===== src/rtl/prog_loader_pkg.sv =====
// Shared constants and state encoding for the program loader.
// The optional checksum stage is enabled by defining PROG_LOADER_CSUM_EN.
package prog_loader_pkg;

    localparam int MAX_WORDS_DEF = 128;
    localparam int LEN_W         = 16;   // header word count, little-endian
    localparam int HDR_BYTES     = 2;
    localparam int WORD_BYTES    = 4;

    typedef logic [2:0] state_t;

    localparam state_t ST_LEN0 = 3'd0;
    localparam state_t ST_LEN1 = 3'd1;
    localparam state_t ST_DATA = 3'd2;
    localparam state_t ST_CSUM = 3'd3;
    localparam state_t ST_DONE = 3'd4;
    localparam state_t ST_ERR  = 3'd5;

endpackage


===== src/rtl/prog_loader_if.sv =====
// Byte stream in, instruction-memory write port out.
// Handshake: a byte transfers on a rising edge where byte_valid_i and byte_ready_o are both high;
// the source holds byte_i stable while valid is high and ready is low.
interface prog_loader_if #(parameter int ADDR_W = 9);
    logic [7:0]        byte_i;
    logic              byte_valid_i;
    logic              byte_ready_o;
    logic              mem_we_o;
    logic [ADDR_W-1:0] mem_addr_o;
    logic [31:0]       mem_wd_o;

    modport slave (
        input  byte_i, byte_valid_i,
        output byte_ready_o, mem_we_o, mem_addr_o, mem_wd_o
    );

    modport master (
        output byte_i, byte_valid_i,
        input  byte_ready_o, mem_we_o, mem_addr_o, mem_wd_o
    );
endinterface


===== src/rtl/prog_loader_word_packer.sv =====
// Assembles little-endian bytes into 32-bit words; word_done_o pulses the cycle after the 4th byte.
module word_packer
    import prog_loader_pkg::*;
(
    input  logic        clk_i,
    input  logic        rst_i,
    input  logic        clear_i,
    input  logic        take_i,
    input  logic [7:0]  byte_i,
    output logic        word_last_o,
    output logic [31:0] word_o,
    output logic        word_done_o
);

    logic [1:0]  cnt_q,  cnt_d;
    logic [23:0] sr_q,   sr_d;
    logic [31:0] word_q, word_d;
    logic        done_q, done_d;

    assign word_last_o = take_i && (cnt_q == 2'(WORD_BYTES - 1));
    assign word_o      = word_q;
    assign word_done_o = done_q;

    always_comb begin
        cnt_d  = cnt_q;
        sr_d   = sr_q;
        word_d = word_q;
        done_d = 1'b0;
        if (clear_i) begin
            cnt_d = '0;
            sr_d  = '0;
        end else if (take_i) begin
            if (word_last_o) begin
                word_d = {byte_i, sr_q};
                done_d = 1'b1;
                cnt_d  = '0;
            end else begin
                // Newest byte enters at the top so b0 ends up in the low lane.
                sr_d  = {byte_i, sr_q[23:8]};
                cnt_d = cnt_q + 2'd1;
            end
        end
    end

    always_ff @(posedge clk_i or posedge rst_i) begin
        if (rst_i) begin
            cnt_q  <= '0;
            sr_q   <= '0;
            word_q <= '0;
            done_q <= 1'b0;
        end else begin
            cnt_q  <= cnt_d;
            sr_q   <= sr_d;
            word_q <= word_d;
            done_q <= done_d;
        end
    end

endmodule


===== src/rtl/prog_loader.sv =====
// Streams a length-prefixed program into instruction memory and releases the core when loaded.
// Define PROG_LOADER_CSUM_EN to require a trailing XOR checksum byte.
module prog_loader
    import prog_loader_pkg::*;
#(
    parameter int MAX_WORDS = MAX_WORDS_DEF,
    parameter int ADDR_W    = 9
) (
    input  logic          clk_i,
    input  logic          rst_i,
    input  logic          start_i,
    prog_loader_if.slave  bus,
    output logic          cpu_rst_o,
    output logic          done_o,
    output logic          err_o,
    output state_t        state_o
);

    localparam int CNT_W = ADDR_W - 1;   // word index plus guard bit

    state_t            state_q,    state_d;
    logic              ready_q,    ready_d;
    logic [7:0]        len_lo_q,   len_lo_d;
    logic [CNT_W-1:0]  len_q,      len_d;
    logic [CNT_W-1:0]  word_cnt_q, word_cnt_d;
    logic [ADDR_W-1:0] addr_q,     addr_d;
    logic              cpu_rst_q,  cpu_rst_d;
    logic              done_q,     done_d;
    logic              err_q,      err_d;
`ifdef PROG_LOADER_CSUM_EN
    logic [7:0]        csum_q,     csum_d;
`endif

    logic             xfer;
    logic             take;
    logic             restart;
    logic             word_last;
    logic             last_word;
    logic [LEN_W-1:0] len_full;
    logic             len_ok;
    logic [31:0]      word;
    logic             word_done;

    assign xfer      = bus.byte_valid_i && ready_q;
    assign take      = xfer && (state_q == ST_DATA);
    assign restart   = start_i && ((state_q == ST_DONE) || (state_q == ST_ERR));
    assign len_full  = {bus.byte_i, len_lo_q};
    assign len_ok    = (len_full != '0) && (len_full <= LEN_W'(MAX_WORDS));
    assign last_word = (word_cnt_q == len_q - CNT_W'(1));

    word_packer u_packer (
        .clk_i       (clk_i),
        .rst_i       (rst_i),
        .clear_i     (restart),
        .take_i      (take),
        .byte_i      (bus.byte_i),
        .word_last_o (word_last),
        .word_o      (word),
        .word_done_o (word_done)
    );

    always_comb begin
        state_d    = state_q;
        len_lo_d   = len_lo_q;
        len_d      = len_q;
        word_cnt_d = word_cnt_q;
        addr_d     = addr_q;
`ifdef PROG_LOADER_CSUM_EN
        csum_d     = csum_q;
        if (take) csum_d = csum_q ^ bus.byte_i;
`endif
        case (state_q)
            ST_LEN0: if (xfer) begin
                len_lo_d = bus.byte_i;
                state_d  = ST_LEN1;
            end
            ST_LEN1: if (xfer) begin
                if (len_ok) begin
                    len_d   = len_full[CNT_W-1:0];
                    state_d = ST_DATA;
                end else begin
                    state_d = ST_ERR;
                end
            end
            ST_DATA: if (word_last) begin
                addr_d     = {word_cnt_q[ADDR_W-3:0], 2'b00};
                word_cnt_d = word_cnt_q + CNT_W'(1);
                // Leave DATA on the last byte so ready drops before any trailing byte;
                // the final write lands in the first cycle of the next state.
                if (last_word) begin
`ifdef PROG_LOADER_CSUM_EN
                    state_d = ST_CSUM;
`else
                    state_d = ST_DONE;
`endif
                end
            end
`ifdef PROG_LOADER_CSUM_EN
            ST_CSUM: if (xfer) begin
                state_d = (bus.byte_i == csum_q) ? ST_DONE : ST_ERR;
            end
`endif
            ST_DONE, ST_ERR: if (start_i) begin
                state_d    = ST_LEN0;
                len_lo_d   = '0;
                len_d      = '0;
                word_cnt_d = '0;
`ifdef PROG_LOADER_CSUM_EN
                csum_d     = '0;
`endif
            end
            default: state_d = ST_LEN0;
        endcase

        ready_d   = (state_d == ST_LEN0) || (state_d == ST_LEN1) ||
                    (state_d == ST_DATA) || (state_d == ST_CSUM);
        cpu_rst_d = (state_d != ST_DONE);
        done_d    = (state_d == ST_DONE);
        err_d     = (state_d == ST_ERR);
    end

    always_ff @(posedge clk_i or posedge rst_i) begin
        if (rst_i) begin
            state_q    <= ST_LEN0;
            ready_q    <= 1'b0;
            len_lo_q   <= '0;
            len_q      <= '0;
            word_cnt_q <= '0;
            addr_q     <= '0;
            cpu_rst_q  <= 1'b1;
            done_q     <= 1'b0;
            err_q      <= 1'b0;
`ifdef PROG_LOADER_CSUM_EN
            csum_q     <= '0;
`endif
        end else begin
            state_q    <= state_d;
            ready_q    <= ready_d;
            len_lo_q   <= len_lo_d;
            len_q      <= len_d;
            word_cnt_q <= word_cnt_d;
            addr_q     <= addr_d;
            cpu_rst_q  <= cpu_rst_d;
            done_q     <= done_d;
            err_q      <= err_d;
`ifdef PROG_LOADER_CSUM_EN
            csum_q     <= csum_d;
`endif
        end
    end

    assign bus.byte_ready_o = ready_q;
    assign bus.mem_we_o     = word_done;
    assign bus.mem_addr_o   = addr_q;
    assign bus.mem_wd_o     = word;
    assign cpu_rst_o        = cpu_rst_q;
    assign done_o           = done_q;
    assign err_o            = err_q;
    assign state_o          = state_q;

endmodule


===== src/flat_wrapper.sv =====
// flat-port wrapper written by rule: the top's interface ports become plain ports
module prog_loader_flat import prog_loader_pkg::*;
#(
    parameter int MAX_WORDS = MAX_WORDS_DEF,
    parameter int ADDR_W    = 9
)
  (clk_i, rst_i, start_i, cpu_rst_o, done_o, err_o, state_o, bus_byte_i, bus_byte_valid_i, bus_byte_ready_o, bus_mem_we_o, bus_mem_addr_o, bus_mem_wd_o);
  prog_loader_if #(.ADDR_W(ADDR_W)) bus_i ();
  input  logic clk_i;
  input  logic rst_i;
  input  logic start_i;
  output logic cpu_rst_o;
  output logic done_o;
  output logic err_o;
  output state_t state_o;
  input wire logic [$bits(bus_i.byte_i)-1:0] bus_byte_i;
  input wire logic [$bits(bus_i.byte_valid_i)-1:0] bus_byte_valid_i;
  output wire logic [$bits(bus_i.byte_ready_o)-1:0] bus_byte_ready_o;
  output wire logic [$bits(bus_i.mem_we_o)-1:0] bus_mem_we_o;
  output wire logic [$bits(bus_i.mem_addr_o)-1:0] bus_mem_addr_o;
  output wire logic [$bits(bus_i.mem_wd_o)-1:0] bus_mem_wd_o;
  assign bus_i.byte_i = bus_byte_i;
  assign bus_i.byte_valid_i = bus_byte_valid_i;
  assign bus_byte_ready_o = bus_i.byte_ready_o;
  assign bus_mem_we_o = bus_i.mem_we_o;
  assign bus_mem_addr_o = bus_i.mem_addr_o;
  assign bus_mem_wd_o = bus_i.mem_wd_o;
  prog_loader #(.MAX_WORDS(MAX_WORDS), .ADDR_W(ADDR_W)) u_core (.clk_i(clk_i), .rst_i(rst_i), .start_i(start_i), .bus(bus_i), .cpu_rst_o(cpu_rst_o), .done_o(done_o), .err_o(err_o), .state_o(state_o));
endmodule

===== config.mk =====
export PLATFORM = sky130hd
export DESIGN_NAME = prog_loader_flat
export DESIGN_NICKNAME = d
export VERILOG_FILES = /design/src/rtl/prog_loader_pkg.sv /design/src/rtl/prog_loader_if.sv /design/src/rtl/prog_loader_word_packer.sv /design/src/rtl/prog_loader.sv /design/src/flat_wrapper.sv
export SDC_FILE = /design/constraint.sdc
export NUM_CORES = 1
export LEC_CHECK = 0
export ABC_AREA = 1
export CORE_MARGIN = 2
export CORE_UTILIZATION = 30
export DETAILED_ROUTE_END_ITERATION = 8
export PLACE_DENSITY = 0.53
export SLEW_MARGIN = 20
export SYNTH_ARGS = -nofsm -noshare
export SYNTH_HDL_FRONTEND = slang
export SYNTH_SLANG_ARGS = --single-unit

===== constraint.sdc =====
create_clock -name clk_i -period 9.34 [get_ports clk_i]
set_clock_uncertainty 0.1 [all_clocks]
set_input_delay 1.868 -clock clk_i [delete_from_list [all_inputs] [get_ports clk_i]]
set_output_delay 1.868 -clock clk_i [all_outputs]
set_load 0.02 [all_outputs]

# Word-level counts from Yosys, hierarchy flattened
# Cells that the tools add are included.
# totals
latch_bits	0
memories	0
mem_bits_rw	0
word_cells	83
output_inout_bits	49
inputBits	12
reg_bits	97
mem_bits_ro	0
# classes
n_mul	0
shift	0
bitwise_logic	1
magnitude_cmp	1
n_div	0
n_reduce_logical	23
n_eq_ne	18
mux	24
addsub	3
# ops
cell	count
2-to-1 mux 24 bit	3
one-hot mux 8 bit (2 select lines)	3
2-to-1 mux 8 bit	5
2-to-1 mux 3 bit	6
less-or-equal comparator 16 x 8 -> 1 bit, second input constant	1
nonzero test 16 bit	1
== test 3 bit, second input constant	4
one-hot mux 3 bit (4 select lines)	1
== test 3 x 2 -> 1 bit, second input constant	3
AND reduction 3 bit	3
adder 8 x 1 -> 8 bit, second input constant	1
== test 8 bit	1
!= test 2 x 1 -> 1 bit, second input constant	4
nonzero test 2 bit	4
subtractor 8 x 1 -> 8 bit, second input constant	1
== test 3 x 1 -> 1 bit, second input constant	2
zero test 3 bit	2
2-to-1 mux 2 bit	3
logical AND 1 bit	5
logical OR 1 bit	4
!= test 2 bit, second input constant	2
AND reduction 2 bit	2
AND reduction 4 bit	1
2-to-1 mux 1 bit	3
5 further kinds	5

# Logic depth before layout (Yosys ltp)
# Gate-level depths: netlist of the first run.
# depth
word_depth	9
depth_mapped	12
mapped_depth_nobuf	12

# Modules after synthesis
# A second synthesis of the first run with hierarchy kept.
# unflattened
hier_cells	545
hier_area_um2	4570.6
# by_module_without_submodules
mod	instances	seq_area_each_um2	area_per_inst_um2	cells_per_inst
word_packer	1	1476.4	2427.3	259
prog_loader	1	952.2	2143.3	286

# Worst setup path before layout of the first run
# OpenSTA, ideal clock, no wires.
# synth_path
kind	input -> register
start	input port bus_byte_valid_i
end	register u_core.len_q[0]
setup_ps	126
path_stages	10
n_path_buf	1
arrival_time_ps	2763
t_required_ps	9114
path_slack_ps	6351
cell_sequence	nand2_1 inv_1 nand3_1 nor2_1 nand3_1 nand2_1 o21ai_2 buf_4 nand2_1 o21ai_0
# synth_via
elab_chain_cells	3
# synth_lines
element	line	text
start: declaration	flat_wrapper.sv:17	input wire logic [$bits(bus_i.byte_valid_i)-1:0] bus_byte_valid_i;
logical AND 1 bit	prog_loader.sv:44	assign xfer = bus.byte_valid_i && ready_q;
!= test 2 x 1 -> 1 bit (no source line)	n/a	
AND reduction 4 bit (no source line)	n/a	
end signal: assignment	prog_loader.sv:140	len_q <= len_d;
end: declaration	prog_loader.sv:24	logic [CNT_W-1:0] len_q, len_d;
# No other way between the ends.
# A chain may end at the register's enable or synchronous reset.

# Final worst setup path of the first run
# layout_path
start	input port bus_byte_valid_i
end	register u_core.u_packer.sr_q[19]
# layout_via
elab_chain_cells	5
elab_cells_between_ends	6
classes_between	eq/ne: 1; reduce/logical: 5
# layout_lines
element	line	text
logical AND 1 bit *	prog_loader.sv:44	
logical AND 1 bit *	prog_loader.sv:45	assign take = xfer && (state_q == ST_DATA);
logical AND 1 bit	prog_loader_word_packer.sv:20	assign word_last_o = take_i && (cnt_q == 2'(WORD_BYTES - 1));
!= test 2 x 1 -> 1 bit (no source line)	n/a	
AND reduction 2 bit (no source line) *	n/a	
end signal: assignment	prog_loader_word_packer.sv:53	sr_q <= sr_d;
end: declaration	prog_loader_word_packer.sv:16	logic [23:0] sr_q, sr_d;
# Mark *: on every way between the ends. The rest lies on a longest branch, timed or not.

==> impl_metrics.csv, run 1 <==
group,metric,value,unit
floorplanning,initial_core_util,30.9,%
synthesis,postSynthAreaPerCell,8.96,um^2
floorplanning,ioPinCount,61,
setup_path,setup.worst_path.start_class,"input port",
synthesis,synth_edf_count,0,
grt,grt_max_degree,82,
sta,setup_viol,0,
flow_run,maxCapViolations,0,
grt,grt_first_pass_wirelength,16100,um
cts,cts_htree_levels,3,
power_and_ir_drop,ir_drop,0.0000939,V
cts,cts_max_path_buffers,2,
synthesis,synth.cell_area,4120,um^2
drt,drc,0,
finish,final_layout_size_suffix_gt1_share,5.42,%
place,finalWeightedCongestion,0.797,
sta,finalCriticalPeriod,3690,ps
synthesis,ys.flop_type,"dfrtp_1",
place,postPlaceCellArea,4830,um^2
setup_path,worst-path-buf-inv,2,
synthesis,synth_warnings,0,
drt,drt_iter0_drc,154,
setup_path,max_stage_delay,520,ps
sta,rsz0062_at_grt,"false",
cts,cts_tree,"done",
sta,maxSlewViolCount,0,
sta,slew_headroom,43.1,%
synthesis,yosysTopAreaCell,"dfrtp_1",
synthesis,synth_area_leaders,"dfrtp_1, nand2_1, o21ai_0",
drt,vias,3129,
drt,wl,9260,um
finish,area_growth,24.2,%
cts,cts_inserted_buffers,9,
sta,fmax,271,MHz
place,port_buffers,58,
setup_path,path_cells,"clkdlybuf4s50_1 > nand2_1 > nor2_2 > nand2_4 > o21ai_0 > inv_2 > nand3_1 > o21ai_0",
floorplanning,row_count,42,
setup_path,crit_top_cell,"o21ai_0",
cts,post-cts-setup-buffers,0,
cts,cts_sinks,97,
floorplanning,fp.dieH,121,um
power_and_ir_drop,powerDensity,223,nW/um^2
cts,cts.hold.buffers_added,0,
drt,wl_per_cell,13.4,um
synthesis,synth.top_cell.area_share,58.3,%
grt,globalRouteTotalUtil,14.0,%
cts,cts_root_buffer,"clkbuf_16",
synthesis,ys_seq_area_share,58.9,%
setup_path,cp.required,9500,ps
drt,antenna_left,0,
worst_hold_path,hold_class,"register to register",
power_and_ir_drop,leakage,2.33,nW
synthesis,synth_commonest_cells,"dfrtp_1, nand2_1, o21ai_0",
place,dpl.hpwl,6570,um
sta,tightestPinTransition,853,ps
synthesis,synth-async-reset-ratio,100,%
synthesis,synthCells,460,
floorplanning,dieWidth,121,um
synthesis,ys_types,30,
cts,cts_resized,0,
sta,hold_violations,0,
finish,final_cells,693,
place,dp.cells,677,
setup_path,slowest_stage,"nand2_4",
setup_path,path_class,"input port to register",
drt,firstDrtPassIters,4,
synthesis,ys_seq_elements,97,
setup_path,critPathCaptureType,"register",
floorplanning,core,13300,um^2
sta,finalCritPeriodShare,39.5,%
power_and_ir_drop,total_power,1.14,mW
finish,fin_area,5120,um^2
finish,post-route-util,38.3,%
outcome,status,"finished, final reports clean",
grt,grt_overflow_total,0,
cts,path_clk_slew,70,ps
setup_path,worstPathMaxFanout,81,
sta,tns,0,ps
finish,diodes,0,
floorplanning,fp.dieArea,14700,um^2
drt,avgViaCountPerCell,4.52,
setup_path,crit_family,"buffers and inverters",
grt,antenna_found_initial,0,
grt,grt_pass1_vias,3210,
cts,clk_latency,350,ps
setup_path,arrival,3850,ps
finish,nets,527,
-- logic make-up after synthesis --
group / count (synthesis) / share of synthesized area (%)
flops: 97 / 58.9
fa+ha+maj: 3 / 0.911
other cells: 1 / 0.0910
compound gates: 95 / 12.3
xor+xnor: 6 / 1.28
simple gates: 173 / 18.0
buf+inv: 85 / 8.53
-- flip-flops by register name, indices dropped and copies added (netlist names) --
| register | count |
|---|---|
| u_core.u_packer.word_o | 32 |
| u_core.done_o | 1 |
| u_core.err_o | 1 |
| u_core.u_packer.sr_q | 24 |
| u_core.u_packer.word_done_o | 1 |
| u_core.word_cnt_q | 8 |
| u_core.u_packer.cnt_q | 2 |
| u_core.len_q | 8 |
| u_core.bus.mem_addr_o | 7 |
| u_core.bus.byte_ready_o | 1 |
| u_core.len_lo_q | 8 |
| u_core.cpu_rst_o | 1 |
| u_core.state_o | 3 |
-- path summary, 6_finish.rpt --
check	start	end	slack, ps	cells past startpoint
max	bus_byte_valid_i	u_core.u_packer.sr_q[19]	5650	8
min	u_core.bus.mem_addr_o[5]	u_core.bus.mem_addr_o[5]	380	2
max reg2reg	u_core.state_o[1]	u_core.u_packer.sr_q[19]	7040	7
min reg2reg	u_core.bus.mem_addr_o[5]	u_core.bus.mem_addr_o[5]	380	2
max in group asynchronous	rst_i	u_core.err_o	6150	3
min in group asynchronous	rst_i	u_core.u_packer.word_o[20]	1760	2
-- cells in the final DEF, fill, tap and decap left out --
| cell type | count |
|---|---|
| a21oi_1 | 6 |
| clkinvlp_4 | 2 |
| nor3_1 | 7 |
| clkdlybuf4s50_1 | 58 |
| o21a_1 | 1 |
| o21ai_0 | 69 |
| o21ai_2 | 1 |
| nand2_2 | 1 |
| nor2_2 | 1 |
| clkbuf_16 | 9 |
| clkinv_2 | 1 |
| o31ai_1 | 1 |
| nand3_2 | 1 |
| inv_1 | 61 |
| conb_1 | 2 |
| clkbuf_1 | 1 |
| nand3_1 | 36 |
| clkinv_4 | 3 |
| nor2_1 | 25 |
| xor2_1 | 1 |
| dfrtp_1 | 96 |
| nand2_1 | 96 |
| dfstp_2 | 1 |
| xnor2_1 | 5 |
| ha_1 | 3 |
| inv_2 | 3 |
| buf_4 | 1 |
| nand2_4 | 2 |
| nand4_1 | 2 |
| inv_6 | 1 |
| inv_8 | 1 |
| or2_1 | 1 |
| o22ai_1 | 17 |
| nor3b_1 | 1 |
-- per-stage QoR --
step	worst slack [ps]	hold slack [ps]
global placement	5320	375
floorplan	4840	356
finish	5650	384
CTS	5630	394
global route	5320	422
detailed placement	5280	377
-- metal layers --
layer,up-vias,wire length [um],GRT usage [%]
met5,-,0,0
met4,0,136,4.89
met3,12,376,3.57
met2,56,4450,22.4
met1,1469,4300,18.4
li1,1592,-,-
-- report_power, final --
group	leakage, nW	switching [mW]	internal (mW)	total [mW]
Combinational	0.875	0.189	0.0960	0.285
Clock	0.131	0.166	0.184	0.350
Sequential	1.32	0.0345	0.473	0.508
Total	2.33	0.389	0.753	1.14
-- cell type report --
class                   count  area [um^2]
flip-flops and latches     97         2430
well taps                 176          220
multi-input cells         279         1340
fillers                  1393         8230
inverters                  66          254
clock inverters             6         52.6
clock buffers              10          229
repair buffers             59          588
-- worst min-delay path, cell delays in order (launching register included) --
cell     delay, ps
dfrtp_1        340
nand2_1         50
o21ai_0         60
(Power assumes the default switching activity.)
==> run 2: changes to the inputs <==
PLACE_DENSITY = 0.55   (was 0.53)
clock period = 3.1 ns   (was 9.34 ns; I/O delays follow)
==> run 2 against run 1 <==
Effect of this change:
- clock-buffer cell count unchanged
- clock power increased to 2.9 times the previous value
- global-route usage increased by 0.12 points
- core utilization increased by 0.17 points
- power increased to 3.0 times the previous value
- critical path depth decreased by 7
- cell area increased by 0.44%
- combinational power increased to 3.1 times the previous value
- critical path type is now register to output port
- critical endpoint is now state_o[1]
- largest cell class unchanged
- largest power group unchanged
==> impl_metrics.csv, run 2 (synthesis results as in run 1) <==
group,metric,value,unit
outcome,status,"finished, final reports clean",
floorplanning,fp.dieArea,14700,um^2
grt,grt_overflow_total,0,
grt,antenna_found_initial,0,
drt,wl,9650,um
setup_path,worstPathMaxFanout,6,
drt,antenna_left,0,
worst_hold_path,hold_class,"register to register",
floorplanning,dieWidth,121,um
floorplanning,row_count,42,
finish,final_cell_mix,"nand2_1, dfrtp_1, o21ai_0",
place,pre_cts_slack,562,ps
sta,setup_viol,0,
finish,nFillCells,1374,
setup_path,path_cells,"clkdlybuf4s50_1",
place,finalWeightedCongestion,0.826,
sta,slew_headroom,49.8,%
drt,drc,0,
sta,hold_ws,383,ps
finish,final_layout_size_suffix_gt1_share,6.14,%
cts,post-cts-setup-buffers,0,
finish,nets,531,
sta,finalCriticalPeriod,2230,ps
floorplanning,initial_core_util,30.9,%
place,postPlaceCellArea,4870,um^2
setup_path,worst-path-buf-inv,1,
sta,tns,0,ps
setup_path,arrival,1510,ps
setup_path,max_stage_delay,660,ps
cts,cts_inserted_buffers,9,
worst_hold_path,worstHoldStart,"u_core.bus.mem_addr_o[8]",
drt,vias,3214,
cts,cts_tree,"done",
setup_path,slowest_stage,"clkdlybuf4s50_1",
setup_path,critPathCaptureType,"output port",
cts,cts_root_buffer,"clkbuf_16",
finish,final_cells,697,
setup_path,cp.required,2380,ps
cts,cts_htree_levels,3,
finish,fin_area,5140,um^2
power_and_ir_drop,total_power,3.44,mW
power_and_ir_drop,powerDensity,670,nW/um^2
setup_path,r2r_slack,1090,ps
floorplanning,core,13300,um^2
cts,cts_max_path_buffers,2,
place,port_buffers,58,
floorplanning,fp.dieH,121,um
grt,grt_first_pass_wirelength,16200,um
sta,tightestPinTransition,753,ps
sta,fin_ws,874,ps
floorplanning,ioPinCount,61,
grt,grt_max_degree,60,
flow_run,maxCapViolations,0,
sta,rsz0062_at_grt,"false",
place,dp.cells,681,
setup_path,setup.worst_path.start_class,"register",
power_and_ir_drop,ir_drop,0.000272,V
sta,finalCritPeriodShare,71.8,%
cts,cts.hold.buffers_added,0,
finish,largest_reg_flops,32,
setup_path,crit_family,"buffers and inverters",
cts,cts_sinks,97,
sta,maxSlewViolCount,0,
drt,firstDrtPassIters,5,
cts,path_clk_slew,60,ps
power_and_ir_drop,leakage,2.34,nW
grt,globalRouteTotalUtil,14.1,%
sta,fmax,449,MHz
drt,avgViaCountPerCell,4.61,
setup_path,crit_start,"u_core.state_o[1]",
drt,drt_iter0_drc,138,
finish,multiInputGateArea,1340,um^2
drt,wl_per_cell,13.8,um
finish,post-route-util,38.5,%
finish,area_growth,24.7,%
cts,clk_latency,340,ps
setup_path,r2r-start,"u_core.state_o[1]",
finish,ff_latch_area,2430,um^2
place,dpl.hpwl,6920,um
finish,diodes,0,
sta,hold_violations,0,
cts,cts_resized,0,
setup_path,path_class,"register to output port",
grt,grt_pass1_vias,3284,
[run 2: layout make-up]
class                      instances  area share [%]
sequential                        97            47.3
multi-input combinational        279            26.2
timing repair buffer              63            12.0
inverter                          66            4.99
clock buffer                      10            4.46
tap                              176            4.29
clock inverter                     6           0.828
[run 2: routing by layer]
layer  global-route usage (%)  part of all wire (%)  vias to the layer above
li1                         -                     -                     1595
met1                     17.7                    45                     1541
met2                     23.7                    48                       66
met3                     3.99                   4.7                       12
met4                     4.24                   1.6                        0
met5                        0                     0                        -
[run 2: where the power goes]
group / internal, mW / switching [mW] / total (mW)
Sequential: 1.43 / 0.109 / 1.53
Combinational: 0.301 / 0.580 / 0.881
Clock: 0.545 / 0.482 / 1.03
Total: 2.27 / 1.17 / 3.44
[run 2: worst reg2reg max path: stages (launching register included)]
cell	delay (ps)
dfrtp_1	480
nor2_1	240
nand2_2	180
inv_2	160
o21ai_0	120
inv_2	410
nand3_1	140
o21ai_0	110
[run 2: path summary, 6_finish.rpt]
path	endpoint	cells after the start
hold reg to reg	u_core.bus.mem_addr_o[8]	2
max in group asynchronous	u_core.bus.mem_addr_o[5]	3
setup / recovery	state_o[1]	1
setup reg to reg	u_core.u_packer.sr_q[19]	7
hold / removal	u_core.bus.mem_addr_o[8]	2
min in group asynchronous	u_core.u_packer.word_o[18]	3
